File: src/rtl/hiscore_arb_pkg.sv
// Shared types and helpers for the hiscore RAM arbiter.
//   arb_state_e : arbiter FSM states
//   cnt_width   : width of the shared phase counter, sized to the largest phase length
package hiscore_arb_pkg;

  typedef enum logic [2:0] {
    IDLE,
    HALT,
    SYNC,
    GRANT,
    RELEASE
  } arb_state_e;

  // Width able to hold the largest of the three phase lengths.
  function automatic int unsigned cnt_width(input int unsigned a,
                                            input int unsigned b,
                                            input int unsigned c);
    int unsigned m;
    m = a;
    if (b > m) m = b;
    if (c > m) m = c;
    return $clog2(m) + 1;
  endfunction

endpackage

File: src/rtl/arb_downcounter.sv
// Loadable saturating down-counter with zero flag.
//   clk, rst     : clock, asynchronous active-high reset
//   i_load       : load i_load_val (has priority over decrement)
//   i_dec        : decrement by one, holding at zero
//   o_zero       : counter value is zero
module arb_downcounter #(
  parameter int unsigned W = 8
) (
  input  logic         clk,
  input  logic         rst,
  input  logic         i_load,
  input  logic [W-1:0] i_load_val,
  input  logic         i_dec,
  output logic         o_zero
);

  logic [W-1:0] r_cnt;

  // Count register: load wins, otherwise step down and stick at zero.
  always_ff @(posedge clk or posedge rst) begin
    if (rst) begin
      r_cnt <= '0;
    end else if (i_load) begin
      r_cnt <= i_load_val;
    end else if (i_dec && (r_cnt != '0)) begin
      r_cnt <= r_cnt - W'(1);
    end
  end

  assign o_zero = (r_cnt == '0);

endmodule

File: src/rtl/hiscore_ram_arbiter.sv
// Shares the game work-RAM port between the core CPU and the hiscore engine.
// A hiscore request pauses the core, waits for the CPU to settle and for a vblank
// rising edge (or a timeout), then hands the RAM port over. When the request drops
// the port returns to the CPU and the pause is held for a short holdoff.
//   clk_sys, reset          : clock, asynchronous active-high reset
//   vblank                  : core vertical blank
//   hs_req/addr/wdata/we/rd : hiscore request level and RAM strobes
//   hs_grant                : port owned by hiscore
//   hs_rdata, hs_rvalid     : read data and its one-cycle valid pulse
//   cpu_addr/wdata/we       : CPU side of the RAM port
//   ram_addr/wdata/we/rdata : RAM port (1-cycle synchronous read)
//   pause_req               : core pause request
//   sync_timeout            : sticky flag, last grant was forced by timeout
module hiscore_ram_arbiter
  import hiscore_arb_pkg::*;
#(
  parameter int unsigned AW           = 11,
  parameter int unsigned SETTLE_CYC   = 16,
  parameter bit          SYNC_VBL     = 1'b1,
  parameter int unsigned SYNC_TIMEOUT = 500000,
  parameter int unsigned HOLDOFF_CYC  = 8
) (
  input  logic          clk_sys,
  input  logic          reset,
  input  logic          vblank,
  input  logic          hs_req,
  input  logic [AW-1:0] hs_addr,
  input  logic [7:0]    hs_wdata,
  input  logic          hs_we,
  input  logic          hs_rd,
  output logic          hs_grant,
  output logic [7:0]    hs_rdata,
  output logic          hs_rvalid,
  input  logic [AW-1:0] cpu_addr,
  input  logic [7:0]    cpu_wdata,
  input  logic          cpu_we,
  output logic [AW-1:0] ram_addr,
  output logic [7:0]    ram_wdata,
  output logic          ram_we,
  input  logic [7:0]    ram_rdata,
  output logic          pause_req,
  output logic          sync_timeout
);

  localparam int unsigned CW = cnt_width(SETTLE_CYC, SYNC_TIMEOUT, HOLDOFF_CYC);

  // A phase of N cycles loads N-1 and ends on the cycle the counter reads zero.
  localparam logic [CW-1:0] SETTLE_LD  = CW'(SETTLE_CYC - 1);
  localparam logic [CW-1:0] TIMEOUT_LD = CW'(SYNC_TIMEOUT - 1);
  localparam logic [CW-1:0] HOLDOFF_LD = CW'(HOLDOFF_CYC - 1);

  arb_state_e    r_state;
  arb_state_e    w_state_nxt;
  logic          r_grant;
  logic          r_pause;
  logic          r_tmo;
  logic          r_vbl_prev;
  logic          r_rvalid;
  logic [7:0]    r_rdata;

  logic          w_cnt_load;
  logic [CW-1:0] w_cnt_val;
  logic          w_cnt_zero;
  logic          w_tmo_set;
  logic          w_tmo_clr;
  logic          w_vbl_rise;
  logic          w_idle;

  assign w_vbl_rise = vblank & ~r_vbl_prev;
  assign w_idle     = (r_state == IDLE);

  // One counter serves settle, sync timeout and holdoff; it only runs between loads.
  arb_downcounter #(.W(CW)) u_cnt (
    .clk        (clk_sys),
    .rst        (reset),
    .i_load     (w_cnt_load),
    .i_load_val (w_cnt_val),
    .i_dec      (~w_cnt_load),
    .o_zero     (w_cnt_zero)
  );

  // Next-state and counter control.
  always_comb begin
    w_state_nxt = r_state;
    w_cnt_load  = 1'b0;
    w_cnt_val   = '0;
    w_tmo_set   = 1'b0;
    w_tmo_clr   = 1'b0;
    case (r_state)
      IDLE: begin
        if (hs_req) begin
          w_state_nxt = HALT;
          w_cnt_load  = 1'b1;
          w_cnt_val   = SETTLE_LD;
          w_tmo_clr   = 1'b1;
        end
      end
      HALT: begin
        if (!hs_req) begin
          w_state_nxt = RELEASE;
          w_cnt_load  = 1'b1;
          w_cnt_val   = HOLDOFF_LD;
        end else if (w_cnt_zero) begin
          if (SYNC_VBL) begin
            w_state_nxt = SYNC;
            w_cnt_load  = 1'b1;
            w_cnt_val   = TIMEOUT_LD;
          end else begin
            w_state_nxt = GRANT;
          end
        end
      end
      SYNC: begin
        if (!hs_req) begin
          w_state_nxt = RELEASE;
          w_cnt_load  = 1'b1;
          w_cnt_val   = HOLDOFF_LD;
        end else if (w_vbl_rise) begin
          w_state_nxt = GRANT;
        end else if (w_cnt_zero) begin
          w_state_nxt = GRANT;
          w_tmo_set   = 1'b1;
        end
      end
      GRANT: begin
        if (!hs_req) begin
          w_state_nxt = RELEASE;
          w_cnt_load  = 1'b1;
          w_cnt_val   = HOLDOFF_LD;
        end
      end
      RELEASE: begin
        if (w_cnt_zero) begin
          w_state_nxt = IDLE;
        end
      end
      default: begin
        w_state_nxt = IDLE;
      end
    endcase
  end

  // State and registered outputs; grant/pause are decoded from the next state.
  always_ff @(posedge clk_sys or posedge reset) begin
    if (reset) begin
      r_state    <= IDLE;
      r_grant    <= 1'b0;
      r_pause    <= 1'b0;
      r_tmo      <= 1'b0;
      r_vbl_prev <= 1'b0;
      r_rvalid   <= 1'b0;
      r_rdata    <= 8'h00;
    end else begin
      r_state    <= w_state_nxt;
      r_grant    <= (w_state_nxt == GRANT);
      r_pause    <= (w_state_nxt != IDLE);
      r_vbl_prev <= vblank;
      if (w_tmo_clr) begin
        r_tmo <= 1'b0;
      end else if (w_tmo_set) begin
        r_tmo <= 1'b1;
      end
      // Write wins over a simultaneous read.
      r_rvalid <= r_grant & hs_rd & ~hs_we;
      if (r_rvalid) begin
        r_rdata <= ram_rdata;
      end
    end
  end

  // During the valid pulse the RAM's own output register supplies the data;
  // afterwards the captured copy holds it.
  assign hs_rdata     = r_rvalid ? ram_rdata : r_rdata;
  assign hs_rvalid    = r_rvalid;
  assign hs_grant     = r_grant;
  assign pause_req    = r_pause;
  assign sync_timeout = r_tmo;

  // RAM port mux; CPU writes only pass while idle.
  assign ram_addr  = r_grant ? hs_addr  : cpu_addr;
  assign ram_wdata = r_grant ? hs_wdata : cpu_wdata;
  assign ram_we    = r_grant ? hs_we    : (w_idle & cpu_we);

endmodule

File: config.mk
export PLATFORM = sky130hd
export DESIGN_NAME = hiscore_ram_arbiter
export DESIGN_NICKNAME = d
export VERILOG_FILES = /design/src/rtl/hiscore_arb_pkg.sv /design/src/rtl/arb_downcounter.sv /design/src/rtl/hiscore_ram_arbiter.sv
export SDC_FILE = /design/constraint.sdc
export NUM_CORES = 1
export LEC_CHECK = 0
export ABC_AREA = 0
export ABC_CLOCK_PERIOD_IN_PS = 3600
export CAP_MARGIN = 20
export CORE_UTILIZATION = 44
export DETAILED_ROUTE_END_ITERATION = 12
export PLACE_DENSITY = 0.81
export SETUP_SLACK_MARGIN = 0.5
export SYNTH_ARGS = -nofsm -noshare
export SYNTH_HDL_FRONTEND = slang
export SYNTH_HIERARCHICAL = 1
export SYNTH_SLANG_ARGS = --single-unit
File: constraint.sdc
create_clock -name clk_sys -period 3.6 [get_ports clk_sys]
set_input_delay 0.72 -clock clk_sys [delete_from_list [all_inputs] [get_ports clk_sys]]
set_output_delay 0.72 -clock clk_sys [all_outputs]
set_load 0.02 [all_outputs]
==> metrics.md <==
| Metric | Value |
|---|---|
| Final Cycle Share | `81.9%` |
| Ys Warns | `6` |
| Max-slew violations | `0` |
| Ys async rst share | `100%` |
| Sequential-to-total area share from yosys stat | `41.6%` |
| GP Congestion | `0.861` |
| Final nets | `367` |
| H-tree lvl count | `2` |
| Clock power frac | `20.9%` |
| Syn_area_per_cell | `10.1 um^2` |
| Number of antenna repair diodes | `0` |
| Slew at the pin closest to its max-slew limit | `0.855 ns` |
| First-pass GRT wire length | `8630 um` |
| Max IR drop VDD | `0.319 mV` |
| FILL cells | `365` |
| CTS root buf | `clkbuf_8` |
| FP Rows | `25` |
| Clock latency on the worst-skew pair | `0.29 ns` |
| IO Port Bufs | `84` |
| DRT Wirelength | `5310 um` |
| Top_reg_cell synth | `dfrtp_1` |
| Area Overhead vs Synth | `50.7%` |
| Setup TNS Final | `0 ns` |
| R2R cell count | `13` |
| Critical path fanouts, max | `8` |
| I/O pins | `85` |
| WHS Path Cells | `1` |
| Critical Path AT | `3.12 ns` |
| Worst-path clk slew | `0.07 ns` |
| Post-synth EDFFs | `0` |
| Place WS | `0.374 ns` |
| Sink of the worst hold path | `r_rdata[1]` |
| DP Wirelength | `4080 um` |
| CP Class | `reg -> reg` |
| PwrDens | `514 nW/um^2` |
| Max clock buf depth | `2` |
| Largest net degree at the start of global routing | `28` |
| P_leak | `1.31 nW` |
| Internal power | `1.06 mW` |
| Gate Count Post-Synth | `215` |
| Worst EP required | `3.78 ns` |
| DR WL/cell | `14.0 um` |
| Slew headroom | `43.0%` |
| Crit path time final | `2.95 ns` |
| Flop pwr share | `37.3%` |
| TritonCTS Sinks | `36` |
| Most frequent cells in the layout | `clkdlybuf4s50_1, dfrtp_1, mux2_1, nand2_1, o21ai_0` |
| R2R setup slack | `0.65 ns` |
| Most common cell after layout, fill and taps aside | `clkdlybuf4s50_1` |
| Final Hold Viols | `0` |
| Starting Density | `45.9%` |
| RR Endpoint | `u_cnt/r_cnt[6]` |
| Psw | `0.612 mW` |
| Die Area | `5210 um^2` |
| Remaining DRCs | `0` |
| CTS tree | `yes` |
| Final setup viols | `0` |
| Vias | `1899` |
| Vias in the first global route | `1787` |
| Synthesized area | `2170 um^2` |
| Hold_sp | `r_rdata[1]` |
| Count of cell types in the netlist | `44` |
| Crit. End Element | `flip-flop` |
| DR pass1 iterations | `4` |
| Initial antenna violation count | `0` |
| Yosys reg bits | `36` |
| Combinational share of power | `41.7%` |
| Hold crit path type | `reg -> reg` |
| CTS Buf Count | `5` |
| RSZ-0062 raised after global routing | `false` |
| Layout cells sized above 1 | `10.5%` |
| Post-Route Skew | `0.00479 ns` |
| Reg-to-Reg Start | `u_cnt/r_cnt[0]` |
| Setup ws final | `0.652 ns` |
| Fmax | `0.339 GHz` |
| Status | `finished, final reports clean` |
| 1st-iter DRT viols | `125` |
| Final Core Density | `69.1%` |
| Die width | `72.2 um` |
| CP Launch Type | `flip-flop` |
| Die Y | `72.2 um` |
| Switch share | `36.5%` |
| Core Footprint | `4720 um^2` |
| Routed Antenna Nets | `0` |
| Total gr overflow | `0` |
| Total track usage | `21.5%` |
| Via density | `5.00` |
| Max-cap violations | `0` |
-- worst max-delay path, cell delays in order (launching register included) --
cell,delay (ns)
dfrtp_1,0.39
inv_1,0.12
ha_1,0.16
or4b_4,0.49
or3_4,0.41
nor2_4,0.16
nor2b_1,0.08
o21ai_1,0.18
nand2_2,0.11
buf_4,0.16
nand4_1,0.09
a21oi_1,0.06
xor2_1,0.17
mux2_2,0.26
-- metrics by stage --
step / cell area [um^2] / hold WS (ns) / total power [mW] / std cells
after floorplan: 2200 / 0.513 / 1.07 / 223
after global placement: 3100 / 0.463 / 1.27 / 368
after detailed placement: 3100 / 0.471 / 1.28 / 368
after CTS: 3230 / 0.488 / 1.64 / 376
after global routing: 3270 / 0.495 / 1.79 / 380
final: 3270 / 0.482 / 1.68 / 380
-- final cells by class --
| class | instances | area, um^2 | area share [%] |
|---|---|---|---|
| timing repair buffer | 93 | 908 | 27.8 |
| clock inverter | 3 | 42.5 | 1.30 |
| multi-input combinational | 169 | 1230 | 37.8 |
| inverter | 7 | 26.3 | 0.805 |
| sequential | 36 | 901 | 27.6 |
| clock buffer | 5 | 68.8 | 2.11 |
| tap | 67 | 83.8 | 2.57 |
-- worst max-delay path by stage --
stage | end | slack (ns) | startpoint
CTS | u_cnt/r_cnt[18] | 0.59 | u_cnt/r_cnt[0]
detailed placement | u_cnt/r_cnt[12] | 0.37 | u_cnt/r_cnt[0]
global route | u_cnt/r_cnt[11] | 0.52 | u_cnt/r_cnt[0]
floorplan | u_cnt/r_cnt[15] | 0.61 | u_cnt/r_cnt[0]
finish | u_cnt/r_cnt[6] | 0.65 | u_cnt/r_cnt[0]
global placement | u_cnt/r_cnt[14] | 0.50 | u_cnt/r_cnt[0]
-- per-layer routing --
layer | share of wire [%] | routed length, um | GRT usage [%]
met5 | 0 | 0 | 0
met4 | 0.68 | 36 | 6.32
met3 | 3.0 | 161 | 4.58
met2 | 51 | 2680 | 35.7
met1 | 46 | 2430 | 28.4
-- registers in the layout, indices dropped and copies added (netlist names) --
signal,flops
u_cnt/r_cnt,20
r_rdata,8
r_state,3
hs_grant,1
hs_rvalid,1
pause_req,1
r_vbl_prev,1
sync_timeout,1
-- power groups by stage --
stage	registers, mW	clock network (mW)	logic (mW)
final	0.626	0.351	0.700
after detailed placement	0.625	0	0.657
after global routing	0.637	0.376	0.778
after global placement	0.623	0	0.645
after floorplan	0.603	0	0.466
after CTS	0.620	0.357	0.666
-- cell usage after synthesis (3+ instances only) --
cell type	number	area (um^2)
or3_1	3	18.8
nor3_1	7	35.0
nor4_1	5	31.3
inv_1	7	26.3
a21oi_1	6	30.0
buf_2	6	30.0
xor2_1	5	43.8
o211ai_1	4	30.0
o21ai_0	17	85.1
dfrtp_1	36	901
a211oi_1	3	22.5
clkbuf_1	4	15.0
mux2_2	4	45.0
nor2_1	13	48.8
mux2_1	26	293
nand2_1	20	75.1
xnor2_1	13	114
-- what timing repair did --
item / CTS / global route
endpoints found under the setup margin: 13 / 11
setup buffers: 0 / 4
gates cloned: 0 / 0
pin swaps: 0 / 1
gates resized for setup: 3 / 2
hold buffers: 0 / 0
-- cell families (layout without fill, tap and decap cells) --
logic type	Yosys count	count (layout)	share of synthesized area, %
simple gates	70	70	18.8
compound gates	40	40	11.7
flops	36	36	41.6
mux	30	30	15.6
xor+xnor	18	18	7.27
buf+inv	18	108	3.81
fa+ha+maj	2	2	1.15
other cells	1	9	0.173
No activity file was read; power rests on OpenSTA's default activity.
